`src/rtl/alu_pkg.sv`:
```
// Shared encodings for the ALU issue stage and the ALU datapath.
package alu_pkg;

  typedef enum logic [2:0] {
    OP_ADD = 3'd0,
    OP_SUB = 3'd1,
    OP_RSV = 3'd2,
    OP_AND = 3'd3,
    OP_OR  = 3'd4,
    OP_XOR = 3'd5,
    OP_NOT = 3'd6,
    OP_SHL = 3'd7
  } alu_op_e;

  typedef enum logic [1:0] {
    IDLE  = 2'd0,
    EXEC  = 2'd1,
    SHIFT = 2'd2,
    DONE  = 2'd3
  } issue_state_e;

endpackage

```
`src/rtl/alu_iter_shifter.sv`:
```
// Iterative one-bit-per-cycle left shifter; done flags an exhausted count.
module alu_iter_shifter #(
  parameter int bits = 8,
  parameter int SHW  = $clog2(bits)
) (
  input  logic            clk,
  input  logic            rst,
  input  logic            load,
  input  logic [bits-1:0] load_value,
  input  logic [SHW-1:0]  load_count,
  input  logic            step,
  output logic [bits-1:0] value,
  output logic            done
);

  logic [bits-1:0] value_q, value_d;
  logic [SHW-1:0]  count_q, count_d;

  always_comb begin
    value_d = value_q;
    count_d = count_q;
    if (load) begin
      value_d = load_value;
      count_d = load_count;
    end else if (step) begin
      value_d = value_q << 1;
      count_d = count_q - SHW'(1);
    end
  end

  always_ff @(posedge clk or posedge rst) begin
    if (rst) begin
      value_q <= '0;
      count_q <= '0;
    end else begin
      value_q <= value_d;
      count_q <= count_d;
    end
  end

  assign value = value_q;
  assign done  = (count_q == '0);

endmodule

```
`src/rtl/alu_issue_stage.sv`:
```
// Issue stage in front of the ALU datapath; performs shl itself over several cycles.
// Optional signed-overflow output enabled by ALU_ISSUE_OVF_EN.
//   state | meaning
//   IDLE  | ready for a command
//   EXEC  | ALU operands presented, result captured at end of cycle
//   SHIFT | iterative shift in progress
//   DONE  | result held until downstream accepts
module alu_issue_stage #(
  parameter int bits = 8
) (
  input  logic            clk,
  input  logic            rst,
  input  logic            in_valid,
  output logic            in_ready,
  input  logic [bits-1:0] in_a,
  input  logic [bits-1:0] in_b,
  input  logic [2:0]      in_op,
  output logic [bits-1:0] alu_a,
  output logic [bits-1:0] alu_b,
  output logic [2:0]      alu_op,
  input  logic [bits-1:0] alu_x,
  output logic            out_valid,
  input  logic            out_ready,
  output logic [bits-1:0] out_x,
  output logic            out_zero,
  output logic            out_neg,
`ifdef ALU_ISSUE_OVF_EN
  output logic            out_ovf,
`endif
  output logic            out_err
);
  import alu_pkg::*;

  localparam int SHW = $clog2(bits);

  issue_state_e    state_q, state_d;
  logic [bits-1:0] alu_a_q, alu_a_d, alu_b_q, alu_b_d, res_q, res_d;
  alu_op_e         alu_op_q, alu_op_d;
  logic            err_q, err_d;
  logic            sh_load, sh_step, sh_done;
  logic [bits-1:0] sh_value;

  always_comb begin
    state_d  = state_q;
    alu_a_d  = alu_a_q;
    alu_b_d  = alu_b_q;
    alu_op_d = alu_op_q;
    res_d    = res_q;
    err_d    = err_q;
    sh_load  = 1'b0;
    sh_step  = 1'b0;
    case (state_q)
      IDLE: begin
        if (in_valid) begin
          alu_a_d  = in_a;
          alu_b_d  = in_b;
          alu_op_d = alu_op_e'(in_op);
          if (alu_op_e'(in_op) == OP_SHL) begin
            sh_load = 1'b1;
            state_d = SHIFT;
          end else begin
            state_d = EXEC;
          end
        end
      end
      EXEC: begin
        if (alu_op_q == OP_RSV) begin
          res_d = '0;
          err_d = 1'b1;
        end else begin
          res_d = alu_x;
        end
        state_d = DONE;
      end
      SHIFT: begin
        if (sh_done) state_d = DONE;
        else         sh_step = 1'b1;
      end
      DONE: begin
        if (out_ready) begin
          state_d = IDLE;
          err_d   = 1'b0;
        end
      end
      default: state_d = IDLE;
    endcase
  end

  always_ff @(posedge clk or posedge rst) begin
    if (rst) begin
      state_q  <= IDLE;
      alu_a_q  <= '0;
      alu_b_q  <= '0;
      alu_op_q <= OP_ADD;
      res_q    <= '0;
      err_q    <= 1'b0;
    end else begin
      state_q  <= state_d;
      alu_a_q  <= alu_a_d;
      alu_b_q  <= alu_b_d;
      alu_op_q <= alu_op_d;
      res_q    <= res_d;
      err_q    <= err_d;
    end
  end

  alu_iter_shifter #(.bits(bits), .SHW(SHW)) u_shifter (
    .clk        (clk),
    .rst        (rst),
    .load       (sh_load),
    .load_value (in_a),
    .load_count (in_b[SHW-1:0]),
    .step       (sh_step),
    .value      (sh_value),
    .done       (sh_done)
  );

`ifdef ALU_ISSUE_OVF_EN
  logic ovf_q, ovf_d;

  always_comb begin
    ovf_d = ovf_q;
    if (state_q == EXEC) begin
      case (alu_op_q)
        OP_ADD:  ovf_d = (alu_a_q[bits-1] == alu_b_q[bits-1]) && (alu_x[bits-1] != alu_a_q[bits-1]);
        OP_SUB:  ovf_d = (alu_a_q[bits-1] != alu_b_q[bits-1]) && (alu_x[bits-1] != alu_a_q[bits-1]);
        default: ovf_d = 1'b0;
      endcase
    end else if (state_q == DONE && out_ready) begin
      ovf_d = 1'b0;
    end
  end

  always_ff @(posedge clk or posedge rst) begin
    if (rst) ovf_q <= 1'b0;
    else     ovf_q <= ovf_d;
  end

  assign out_ovf = ovf_q;
`endif

  // Shift results live in the shifter; everything else in the captured result register.
  assign out_x     = (alu_op_q == OP_SHL) ? sh_value : res_q;
  assign in_ready  = (state_q == IDLE);
  assign out_valid = (state_q == DONE);
  assign out_zero  = out_valid && (out_x == '0);
  assign out_neg   = out_valid && out_x[bits-1];
  assign out_err   = err_q;
  assign alu_a     = alu_a_q;
  assign alu_b     = alu_b_q;
  assign alu_op    = alu_op_q;

endmodule
```
`config.mk`:
```
export PLATFORM = sky130hd
export DESIGN_NAME = alu_issue_stage
export DESIGN_NICKNAME = d
export VERILOG_FILES = /design/src/rtl/alu_pkg.sv /design/src/rtl/alu_iter_shifter.sv /design/src/rtl/alu_issue_stage.sv
export SDC_FILE = /design/constraint.sdc
export NUM_CORES = 1
export LEC_CHECK = 0
export CAP_MARGIN = 20
export CORE_MARGIN = 1.5
export CORE_UTILIZATION = 40
export DETAILED_ROUTE_END_ITERATION = 10
export PLACE_DENSITY = 0.67
export SLEW_MARGIN = 20
export SYNTH_ARGS = -nofsm -noshare
export SYNTH_HDL_FRONTEND = slang
export SYNTH_SLANG_ARGS = --single-unit
```
`constraint.sdc`:
```
create_clock -name clk -period 2.56 [get_ports clk]
set_clock_uncertainty 0.05 [all_clocks]
set_input_delay 0.512 -clock clk [delete_from_list [all_inputs] [get_ports clk]]
set_output_delay 0.512 -clock clk [all_outputs]
set_load 0.005 [all_outputs]
```
Word level (Yosys, flattened, before mapping)

Index checks and enable logic that the tools add are counted.

$add $sub $neg: 1
$mul: 0
Divide/modulo/power cells: 0
Order comparisons: 0
Equality and inequality tests: 10
Shift-type cells: 0
Multiplexer cells: 19
Bitwise gates (word level): 0
Reductions and logical operators: 10

Operators with widths:

| cell                                                                     | count |
|---|---|
| 8-bit two-way mux                                                        | 4 |
| 8-bit logical NOT                                                        | 1 |
| 2-bit two-way mux                                                        | 4 |
| 2-bit one-hot mux with 4 select lines                                    | 1 |
| 1-bit two-way mux                                                        | 7 |
| 3-bit == test (second input constant)                                    | 2 |
| 3-bit two-way mux                                                        | 2 |
| 2-bit inequality test (second input constant)                            | 3 |
| 3-bit AND reduction                                                      | 2 |
| 2-bit == test (second input constant)                                    | 2 |
| 2-bit nonzero test                                                       | 2 |
| 3-bit by 2-bit == test with 1-bit output (second input constant)         | 1 |
| 3-bit logical NOT                                                        | 1 |
| 3-bit by 1-bit subtractor with 3-bit output (second input constant)      | 1 |
| 2-bit by 1-bit == test with 1-bit output (second input constant)         | 1 |
| 1-bit logical AND                                                        | 2 |
| 2-bit logical NOT                                                        | 1 |
| 2-bit by 1-bit inequality test with 1-bit output (second input constant) | 1 |
| 1-bit one-hot mux with 2 select lines                                    | 1 |
| 2-bit AND reduction                                                      | 1 |

Register bits after elaboration: 41
Latch bits: 0
RAM bits: 0
Bits in read-only memories: 0
Input bits: 31
Output and inout port bits: 32
Word-level logic and storage cells: 48
Memories: 0

Depth between registers and ports, before layout

Gate-level depths: netlist of run 1.

Depth in word-level cells: 5
Depth in mapped cells: 7
Gate-level depth less buffers: 6

Modules after synthesis

Synthesis of run 1 repeated with hierarchy kept, for this count alone.

Cells, all modules: 176
Area total of the unflattened synthesis: 1999.4 um^2

By module, submodules not included:

| module           | times used | cells each | area an instance (um^2) | seq. area each (um^2) |
|---|---|---|---|---|
| alu_issue_stage  | 1          | 121        | 1441.4                  | 750.7 |
| alu_iter_shifter | 1          | 55         | 558.0                   | 275.3 |

Worst setup path before layout of run 1

No wires, ideal clock.

Path kind: flip-flop to flip-flop
Start point: register u_shifter.count_q[0]
End point: register u_shifter.value_q[1] (netlist: u_shifter.value[1])
Library setup time: 0.125 ns
Arrival time: 1.587 ns
Data required time: 2.385 ns
Path slack: 0.798 ns
Stages on the path, launching flop included: 8
Buffers on the path: 1
Period minus slack after synthesis: 1.762 ns
Path through: dfrtp_1 inv_1 ha_1 ha_1 nor2b_4 buf_6 mux2_1 mux2_4

Cells in the longest elaborated chain, start to end: 4

RTL lines:

| element                      | line                   | RTL |
|---|---|---|
| from (decl)                  | alu_iter_shifter.sv:17 | `logic [SHW-1:0] count_q, count_d;` |
| from (signal assigned)       | alu_iter_shifter.sv:37 | `count_q <= count_d;` |
| 3-bit logical NOT            | alu_iter_shifter.sv:42 | `assign done = (count_q == '0);` |
| 1-bit two-way mux            | alu_issue_stage.sv:76  | `if (sh_done) state_d = DONE;` |
| 1-bit two-way mux            | alu_issue_stage.sv:52  | `case (state_q)` |
| 2-bit nonzero test (no line) | -                      |  |
| to (signal assigned)         | alu_iter_shifter.sv:36 | `value_q <= value_d;` |
| to (decl)                    | alu_iter_shifter.sv:16 | `logic [bits-1:0] value_q, value_d;` |

No other way between the ends.
A chain may end at the register's enable or synchronous reset.

Worst setup path after layout of run 1

Start point: register alu_op_q[0] (netlist: alu_op[0])
End point: output out_neg

Cells in the longest elaborated chain, start to end: 3

RTL lines:

| element                | line                   | RTL |
|---|---|---|
| from (decl)            | alu_issue_stage.sv:38  | `alu_op_e alu_op_q, alu_op_d;` |
| from (signal assigned) | alu_issue_stage.sv:101 | `alu_op_q <= alu_op_d;` |
| 3-bit == test          | alu_issue_stage.sv:143 | `assign out_x = (alu_op_q == OP_SHL) ? sh_value : res_q;` |
| 8-bit two-way mux      | alu_issue_stage.sv:143 |  |
| 1-bit logical AND      | alu_issue_stage.sv:147 | `assign out_neg = out_valid && out_x[bits-1];` |
| to (decl)              | alu_issue_stage.sv:26  | `output logic out_neg,` |

No other way between the ends.

==> reports/qor.json, run 1 <==
{
  "post-synth-top-area-cell": {"value": "sky130_fd_sc_hd__dfrtp_1"},
  "detailed_place_hpwl": {"value": 3080, "unit": "microns"},
  "grt_max_degree": {"value": 42},
  "num-fill-cells": {"value": 456},
  "post_synth_num_cell_types": {"value": 31},
  "synth_sequential_area_ratio": {"value": 49.3, "unit": "%"},
  "route.final.wire_length": {"value": 4220, "unit": "microns"},
  "first_drt_pass_iteration_count": {"value": 4},
  "start_kind": {"value": "register"},
  "fin_crit_sh": {"value": 95.8, "unit": "%"},
  "worst_hold_path_type": {"value": "register to register"},
  "tightest_slew": {"value": 668, "unit": "ps"},
  "grt_usage": {"value": 16.6, "unit": "%"},
  "report.final.setup_viol": {"value": 0},
  "cts_hold_buf": {"value": 0},
  "antenna_found_initial": {"value": 0},
  "number_of_vias_after_detailed_routing": {"value": 1417},
  "h_tree_level_count": {"value": 2},
  "rsz0062_at_grt": {"value": "false"},
  "post_drt_wl_per_cell": {"value": 14.0, "unit": "microns"},
  "mappedNetlistArea": {"value": 2080, "unit": "sq um"},
  "syn-num-nets": {"value": 199},
  "max-cap-violations": {"value": 0},
  "synth.top_cells.by_area": {"value": "sky130_fd_sc_hd__dfrtp_1 (49%), sky130_fd_sc_hd__mux2_1 (16%), sky130_fd_sc_hd__mux2_4 (7.9%)"},
  "design.core.area": {"value": 5070, "unit": "sq um"},
  "synthesis.yosys.warnings": {"value": 0},
  "setup-tns-final": {"value": 0, "unit": "ps"},
  "grt_pass1_vias": {"value": 1460},
  "final_count_of_pins_violating_max_slew": {"value": 0},
  "ys_seq_elements": {"value": 41},
  "num-nets-final": {"value": 268},
  "detail_route.vias_per_cell": {"value": 4.71},
  "ir_drop": {"value": 0.555, "unit": "mV"},
  "fp-row-count": {"value": 26},
  "chipWidth": {"value": 75.1, "unit": "microns"},
  "detailed_place.area": {"value": 2770, "unit": "sq um"},
  "buffer_ports.inserted": {"value": 62},
  "worst-path-max-fanout": {"value": 10},
  "area_share_of_the_largest_cell_type_after_synthesis": {"value": 49.3, "unit": "%"},
  "syn2layout_area_growth": {"value": 39.7, "unit": "%"},
  "outcome": {"value": "complete, no violations"},
  "clock.fmax": {"value": 408, "unit": "MHz"},
  "clk_pin_slew": {"value": 80, "unit": "ps"},
  "gp_routability_congestion": {"value": 0.736},
  "design.portCount": {"value": 63},
  "design.die.area": {"value": 5640, "unit": "sq um"},
  "tritoncts_clock_tree": {"value": "built"},
  "first_pass_grt_wire_length": {"value": 6890, "unit": "microns"},
  "global_route.overflow_total": {"value": 0},
  "required": {"value": 2000, "unit": "ps"},
  "final_area": {"value": 2910, "unit": "sq um"},
  "diodes": {"value": 0},
  "clock_tree.buffer_depth": {"value": 2},
  "syn_area_per_cell": {"value": 12.9, "unit": "sq um"},
  "hold_violations": {"value": 0},
  "final_period_minus_worst_setup_slack": {"value": 2450, "unit": "ps"},
  "worst_ep_arrival_time": {"value": 1890, "unit": "ps"},
  "cellPowerDensity": {"value": 1160, "unit": "nW/um^2"},
  "stdcell_count": {"value": 301},
  "clock_tree.root_cell": {"value": "sky130_fd_sc_hd__clkbuf_8"},
  "number_of_cts_inserted_buffers": {"value": 5},
  "clkSinkCount": {"value": 41},
  "synthCells": {"value": 161},
  "critPathCaptureType": {"value": "output pin"},
  "clk_lat_worst_skew": {"value": 290, "unit": "ps"},
  "remaining_drc_errors": {"value": 0},
  "dp.cells": {"value": 290},
  "route.antenna.remaining_nets": {"value": 0},
  "timing_worst_setup_path_type": {"value": "register to output pin"},
  "drt-initial-drc-count": {"value": 61},
  "die-height": {"value": 75.1, "unit": "microns"},
  "post_route_cells_drive_above_1_share": {"value": 14.7, "unit": "%"},
  "total_power": {"value": 3.39, "unit": "mW"},
  "start_util": {"value": 41.0, "unit": "%"},
  "timing.max_slew.rel_slack": {"value": 55.5, "unit": "%"},
  "static_power_due_to_leakage": {"value": 1.31, "unit": "nW"},
  "post_layout_util": {"value": 57.3, "unit": "%"}
}
-- where the power goes --
part | leakage (nW) | switching, mW | internal (mW)
registers | 0.500 | 0.243 | 0.966
logic | 0.754 | 0.604 | 1.06
clock network | 0.0554 | 0.219 | 0.293
-- cell type report --
type                            instances  area [sq um]  area share, %
Multi-Input combinational cell         97           953           32.8
Tap cell                               70          87.6           3.01
Clock inverter                          2          38.8           1.33
Sequential cell                        41          1030           35.3
Clock buffer                            6          72.6           2.50
Timing Repair Buffer                   68           666           22.9
Inverter                               17          63.8           2.19
-- flip-flops by register name (all words and copies together), names as in the netlist --
| name | flops |
|---|---|
| alu_a | 8 |
| res_q | 8 |
| u_shifter.count_q | 3 |
| out_err | 1 |
| state_q | 2 |
| alu_op | 3 |
| alu_b | 8 |
| u_shifter.value | 8 |
-- through the flow --
step                worst slack, ps  hold WS, ps
finish                          106          442
global route                   3.12          470
CTS                            84.9          450
detailed placement              382          430
global placement                413          425
floorplan                       798          439
-- timing repair --
item / in CTS / in global routing
setup buffers: 0 / 3
endpoints found under the setup margin: 0 / 1
gates resized for setup: 0 / 1
-- critical path, cell delays in order (launching register included) --
cell                              delay [ps]
sky130_fd_sc_hd__dfrtp_1                 470
sky130_fd_sc_hd__nand3_4                 190
sky130_fd_sc_hd__mux2_4                  350
sky130_fd_sc_hd__and2_1                  160
sky130_fd_sc_hd__clkdlybuf4s50_1         430
-- cells by family (layout without fill, tap and decap cells) --
logic type                 count (synthesis)  in the layout  share of synthesized area, %
AOI/OAI and AO/OA                         13             13                          4.33
xor gates and xnor gates                   1              1                         0.421
and+or+nand+nor                           27             27                          8.24
muxes                                     49             49                          28.3
DFF                                       41             41                          49.3
buffers and inverters                     23             93                          5.17
adders and majority gates                  7              7                          4.21
-- worst paths after layout --
path | startpoint | end | slack [ps] | cells after the start
min in group asynchronous | rst | alu_a[3] | 580 | 3
max in group asynchronous | rst | res_q[0] | 1500 | 3
worst min-delay path | alu_b[3] | alu_b[3] | 440 | 1
worst max register to register | state_q[1] | u_shifter.value[6] | 570 | 6
worst min register to register | alu_b[3] | alu_b[3] | 440 | 1
worst max-delay path | alu_op[0] | out_neg | 110 | 4
-- synth_stat cells --
cell	n
sky130_fd_sc_hd__nor4_1	1
sky130_fd_sc_hd__mux2_1	30
sky130_fd_sc_hd__mux2_2	5
sky130_fd_sc_hd__nor2_1	1
sky130_fd_sc_hd__xnor2_1	1
sky130_fd_sc_hd__and2_1	1
sky130_fd_sc_hd__nor2b_4	1
sky130_fd_sc_hd__buf_2	2
sky130_fd_sc_hd__clkbuf_1	1
sky130_fd_sc_hd__nor3_1	2
sky130_fd_sc_hd__nand4_1	2
sky130_fd_sc_hd__nor3b_4	1
sky130_fd_sc_hd__buf_6	2
sky130_fd_sc_hd__o21ai_1	1
sky130_fd_sc_hd__o21ai_0	2
sky130_fd_sc_hd__mux2_4	11
sky130_fd_sc_hd__nand2_1	11
sky130_fd_sc_hd__or2_1	2
sky130_fd_sc_hd__dfrtp_1	41
sky130_fd_sc_hd__mux2i_1	3
sky130_fd_sc_hd__nor4b_1	1
sky130_fd_sc_hd__buf_4	1
sky130_fd_sc_hd__a221oi_2	1
sky130_fd_sc_hd__nor2b_1	1
sky130_fd_sc_hd__o22ai_1	8
sky130_fd_sc_hd__a32o_1	1
sky130_fd_sc_hd__nand3_1	1
sky130_fd_sc_hd__inv_1	17
sky130_fd_sc_hd__ha_1	7
sky130_fd_sc_hd__nand3_4	1
sky130_fd_sc_hd__nand4b_1	1
-- per-layer routing --
layer	routed length, microns	track usage (%)
met1	2000	21.2
met5	0	0
met2	1970	26.7
met4	86	7.27
met3	168	4.28
-- cell usage in the layout, fill, tap and decap left out, types with 2 or more instances in the layout --
cell                               n
sky130_fd_sc_hd__nand2_1          11
sky130_fd_sc_hd__clkbuf_8          5
sky130_fd_sc_hd__nor3_1            2
sky130_fd_sc_hd__mux2_4           11
sky130_fd_sc_hd__nand4_1           2
sky130_fd_sc_hd__mux2_1           30
sky130_fd_sc_hd__o21ai_0           2
sky130_fd_sc_hd__mux2_2            5
sky130_fd_sc_hd__clkdlybuf4s50_1  62
sky130_fd_sc_hd__mux2i_1           3
sky130_fd_sc_hd__buf_4             6
sky130_fd_sc_hd__ha_1              7
sky130_fd_sc_hd__dfrtp_1          41
sky130_fd_sc_hd__or2_1             2
sky130_fd_sc_hd__inv_1            17
sky130_fd_sc_hd__o22ai_1           8
(Power assumes the default switching activity.)
==> run 2, diff against run 1 <==
--- a/config.mk
+++ b/config.mk
@@ -7,9 +7,9 @@
 export LEC_CHECK = 0
 export CAP_MARGIN = 20
 export CORE_MARGIN = 1.5
-export CORE_UTILIZATION = 40
+export CORE_UTILIZATION = 35
 export DETAILED_ROUTE_END_ITERATION = 10
-export PLACE_DENSITY = 0.67
+export PLACE_DENSITY = 0.6
 export SLEW_MARGIN = 20
 export SYNTH_ARGS = -nofsm -noshare
 export SYNTH_HDL_FRONTEND = slang
==> run 2 against run 1 <==
- sequential cell count unchanged
- utilization is 6.0 points lower
- via count shrank 0.42%
- worst setup slack improved by 11 ps
- power shrank 2.7%
- sequential share of layout area rose by 0.37 points
- largest cell class unchanged
- final area shrank 1.0%
- fmax rose by 0.45%
- largest power group unchanged
- worst hold slack improved by 0.53 ps
- non-clock buffer count decreased by 3
- routed wire length up 1.3%
- sequential power about the same
==> reports/qor.json, run 2 (synthesized netlist as in run 1, its figures left out) <==
{
  "outcome": {"value": "complete, no violations"},
  "max-cap-violations": {"value": 0},
  "tritoncts_clock_tree": {"value": "built"},
  "register_to_register_setup_slack": {"value": 630, "unit": "ps"},
  "antenna_found_initial": {"value": 0},
  "chipWidth": {"value": 80.1, "unit": "microns"},
  "buffer_ports.inserted": {"value": 62},
  "worst_hold_path_type": {"value": "register to register"},
  "worst-path-max-fanout": {"value": 10},
  "detailed_place_hpwl": {"value": 3110, "unit": "microns"},
  "die-height": {"value": 80.1, "unit": "microns"},
  "required": {"value": 2000, "unit": "ps"},
  "setup-tns-final": {"value": 0, "unit": "ps"},
  "detail_route.vias_per_cell": {"value": 4.70},
  "hold-path-endpoint": {"value": "alu_b[6]"},
  "report.final.setup_viol": {"value": 0},
  "grt_pass1_vias": {"value": 1489},
  "clock_tree.root_cell": {"value": "sky130_fd_sc_hd__clkbuf_8"},
  "num-nets-final": {"value": 265},
  "design.die.area": {"value": 6420, "unit": "sq um"},
  "hold_path.startpoint": {"value": "alu_b[6]"},
  "clk_lat_worst_skew": {"value": 290, "unit": "ps"},
  "cts_hold_buf": {"value": 0},
  "syn2layout_area_growth": {"value": 38.3, "unit": "%"},
  "global_route.overflow_total": {"value": 0},
  "design.portCount": {"value": 63},
  "post_layout_util": {"value": 51.3, "unit": "%"},
  "timing.critical_path.cells": {"value": "nand3_4 -> mux2_4 -> and2_1 -> clkdlybuf4s50_1"},
  "h_tree_level_count": {"value": 2},
  "post_drt_wl_per_cell": {"value": 14.2, "unit": "microns"},
  "grt_max_degree": {"value": 42},
  "post-cts-setup-buffer-count": {"value": 0},
  "grt_usage": {"value": 14.6, "unit": "%"},
  "timing.critical_path.slowest_stage_cell": {"value": "sky130_fd_sc_hd__dfrtp_1"},
  "hold_violations": {"value": 0},
  "final_cell_mix": {"value": "sky130_fd_sc_hd__clkdlybuf4s50_1 (62), sky130_fd_sc_hd__dfrtp_1 (41), sky130_fd_sc_hd__mux2_1 (30)"},
  "ir_drop": {"value": 0.454, "unit": "mV"},
  "number_of_vias_after_detailed_routing": {"value": 1411},
  "first_pass_grt_wire_length": {"value": 7020, "unit": "microns"},
  "tightest_slew": {"value": 695, "unit": "ps"},
  "start_kind": {"value": "register"},
  "diodes": {"value": 0},
  "holdPathStages": {"value": 1},
  "gp_routability_congestion": {"value": 0.761},
  "post_route_cells_drive_above_1_share": {"value": 14.0, "unit": "%"},
  "final_count_of_pins_violating_max_slew": {"value": 0},
  "first_drt_pass_iteration_count": {"value": 3},
  "clk_pin_slew": {"value": 80, "unit": "ps"},
  "fin_crit_sh": {"value": 95.4, "unit": "%"},
  "rr_startpoint": {"value": "state_q[0]"},
  "timing.max_slew.rel_slack": {"value": 53.7, "unit": "%"},
  "drt-initial-drc-count": {"value": 70},
  "clock.fmax": {"value": 409, "unit": "MHz"},
  "critPathCaptureType": {"value": "output pin"},
  "layout.cells.most_common": {"value": "sky130_fd_sc_hd__clkdlybuf4s50_1"},
  "route.final.wire_length": {"value": 4270, "unit": "microns"},
  "critPathMaxStageDelay": {"value": 470, "unit": "ps"},
  "static_power_due_to_leakage": {"value": 1.29, "unit": "nW"},
  "fp-row-count": {"value": 27},
  "number_of_cts_inserted_buffers": {"value": 5},
  "rsz0062_at_grt": {"value": "false"},
  "timing.rr.end": {"value": "u_shifter.value[6]"},
  "num-fill-cells": {"value": 539},
  "worst_ep_arrival_time": {"value": 1880, "unit": "ps"},
  "clock_tree.buffer_depth": {"value": 2},
  "route.antenna.remaining_nets": {"value": 0},
  "cellPowerDensity": {"value": 1150, "unit": "nW/um^2"},
  "remaining_drc_errors": {"value": 0},
  "design.core.area": {"value": 5610, "unit": "sq um"},
  "final_period_minus_worst_setup_slack": {"value": 2440, "unit": "ps"},
  "start_util": {"value": 37.1, "unit": "%"},
  "timing.hold.ws": {"value": 443, "unit": "ps"},
  "timing_worst_setup_path_type": {"value": "register to output pin"},
  "cts.repair.resized": {"value": 0},
  "clkSinkCount": {"value": 41},
  "timing.reg2reg.worst_path_depth": {"value": 5}
}
run 2: cell types whose count changed in the layout (fill, tap and decap cells not counted):
cell,before,now
sky130_fd_sc_hd__clkinv_4,1,0
sky130_fd_sc_hd__clkbuf_8,5,7
sky130_fd_sc_hd__clkbuf_1,1,0
sky130_fd_sc_hd__bufinv_16,1,0
sky130_fd_sc_hd__buf_4,6,3
sky130_fd_sc_hd__clkinv_2,0,1
run 2: routing by layer:
layer	up-vias	global-route usage, %	part of all wire, %	wire length [microns]
met5	-	0	0	0
met2	44	23.3	44	1890
met3	5	5.23	7.3	310
met4	0	5.69	1.2	52
li1	693	-	-	-
met1	669	18.1	47	2020
run 2: cell type report:
class / count / area, sq um / area share (%)
Inverter: 17 / 63.8 / 2.22
Timing Repair Buffer: 65 / 643 / 22.3
Sequential cell: 41 / 1030 / 35.7
Multi-Input combinational cell: 97 / 953 / 33.1
Clock buffer: 7 / 96.3 / 3.35
Tap cell: 72 / 90.1 / 3.13
Clock inverter: 1 / 5.00 / 0.174
run 2: worst max-delay path by stage:
stage          cells past startpoint  slack [ps]            endpoint                 start
2_1_floorplan                      7         800  u_shifter.value[1]  u_shifter.count_q[0]
3_3_place_gp                       5         390            out_zero            state_q[1]
3_5_place_dp                       5         390            out_zero            state_q[1]
4_1_cts                            5          50            out_zero            state_q[1]
5_1_grt                            5          30            out_zero            state_q[1]
6_report                           4         120             out_neg             alu_op[2]
run 2: metrics by stage:
stage          area, sq um  worst slack, ps  power, mW  std cells
3_5_place_dp          2770              386       2.86        292
2_1_floorplan         2080              798       2.11        161
6_report              2880              117       3.30        300
5_1_grt               2880             31.4       3.55        300
4_1_cts               2870             54.8       3.35        300
3_3_place_gp          2770              393       2.84        292
run 2: worst max-delay path: cells and delay by family (launching register included):
| kind | cells | cell delay [ps] |
|---|---|---|
| buffers and inverters | 1 | 430 |
| DFF | 1 | 470 |
| and+or+nand+nor | 2 | 340 |
| muxes | 1 | 350 |
run 2: report_power, final:
part | internal [mW] | leakage [nW] | total, mW | switching (mW)
registers | 0.966 | 0.500 | 1.20 | 0.232
clock network | 0.244 | 0.0542 | 0.465 | 0.221
logic | 1.04 | 0.739 | 1.63 | 0.598
total | 2.25 | 1.29 | 3.30 | 1.05
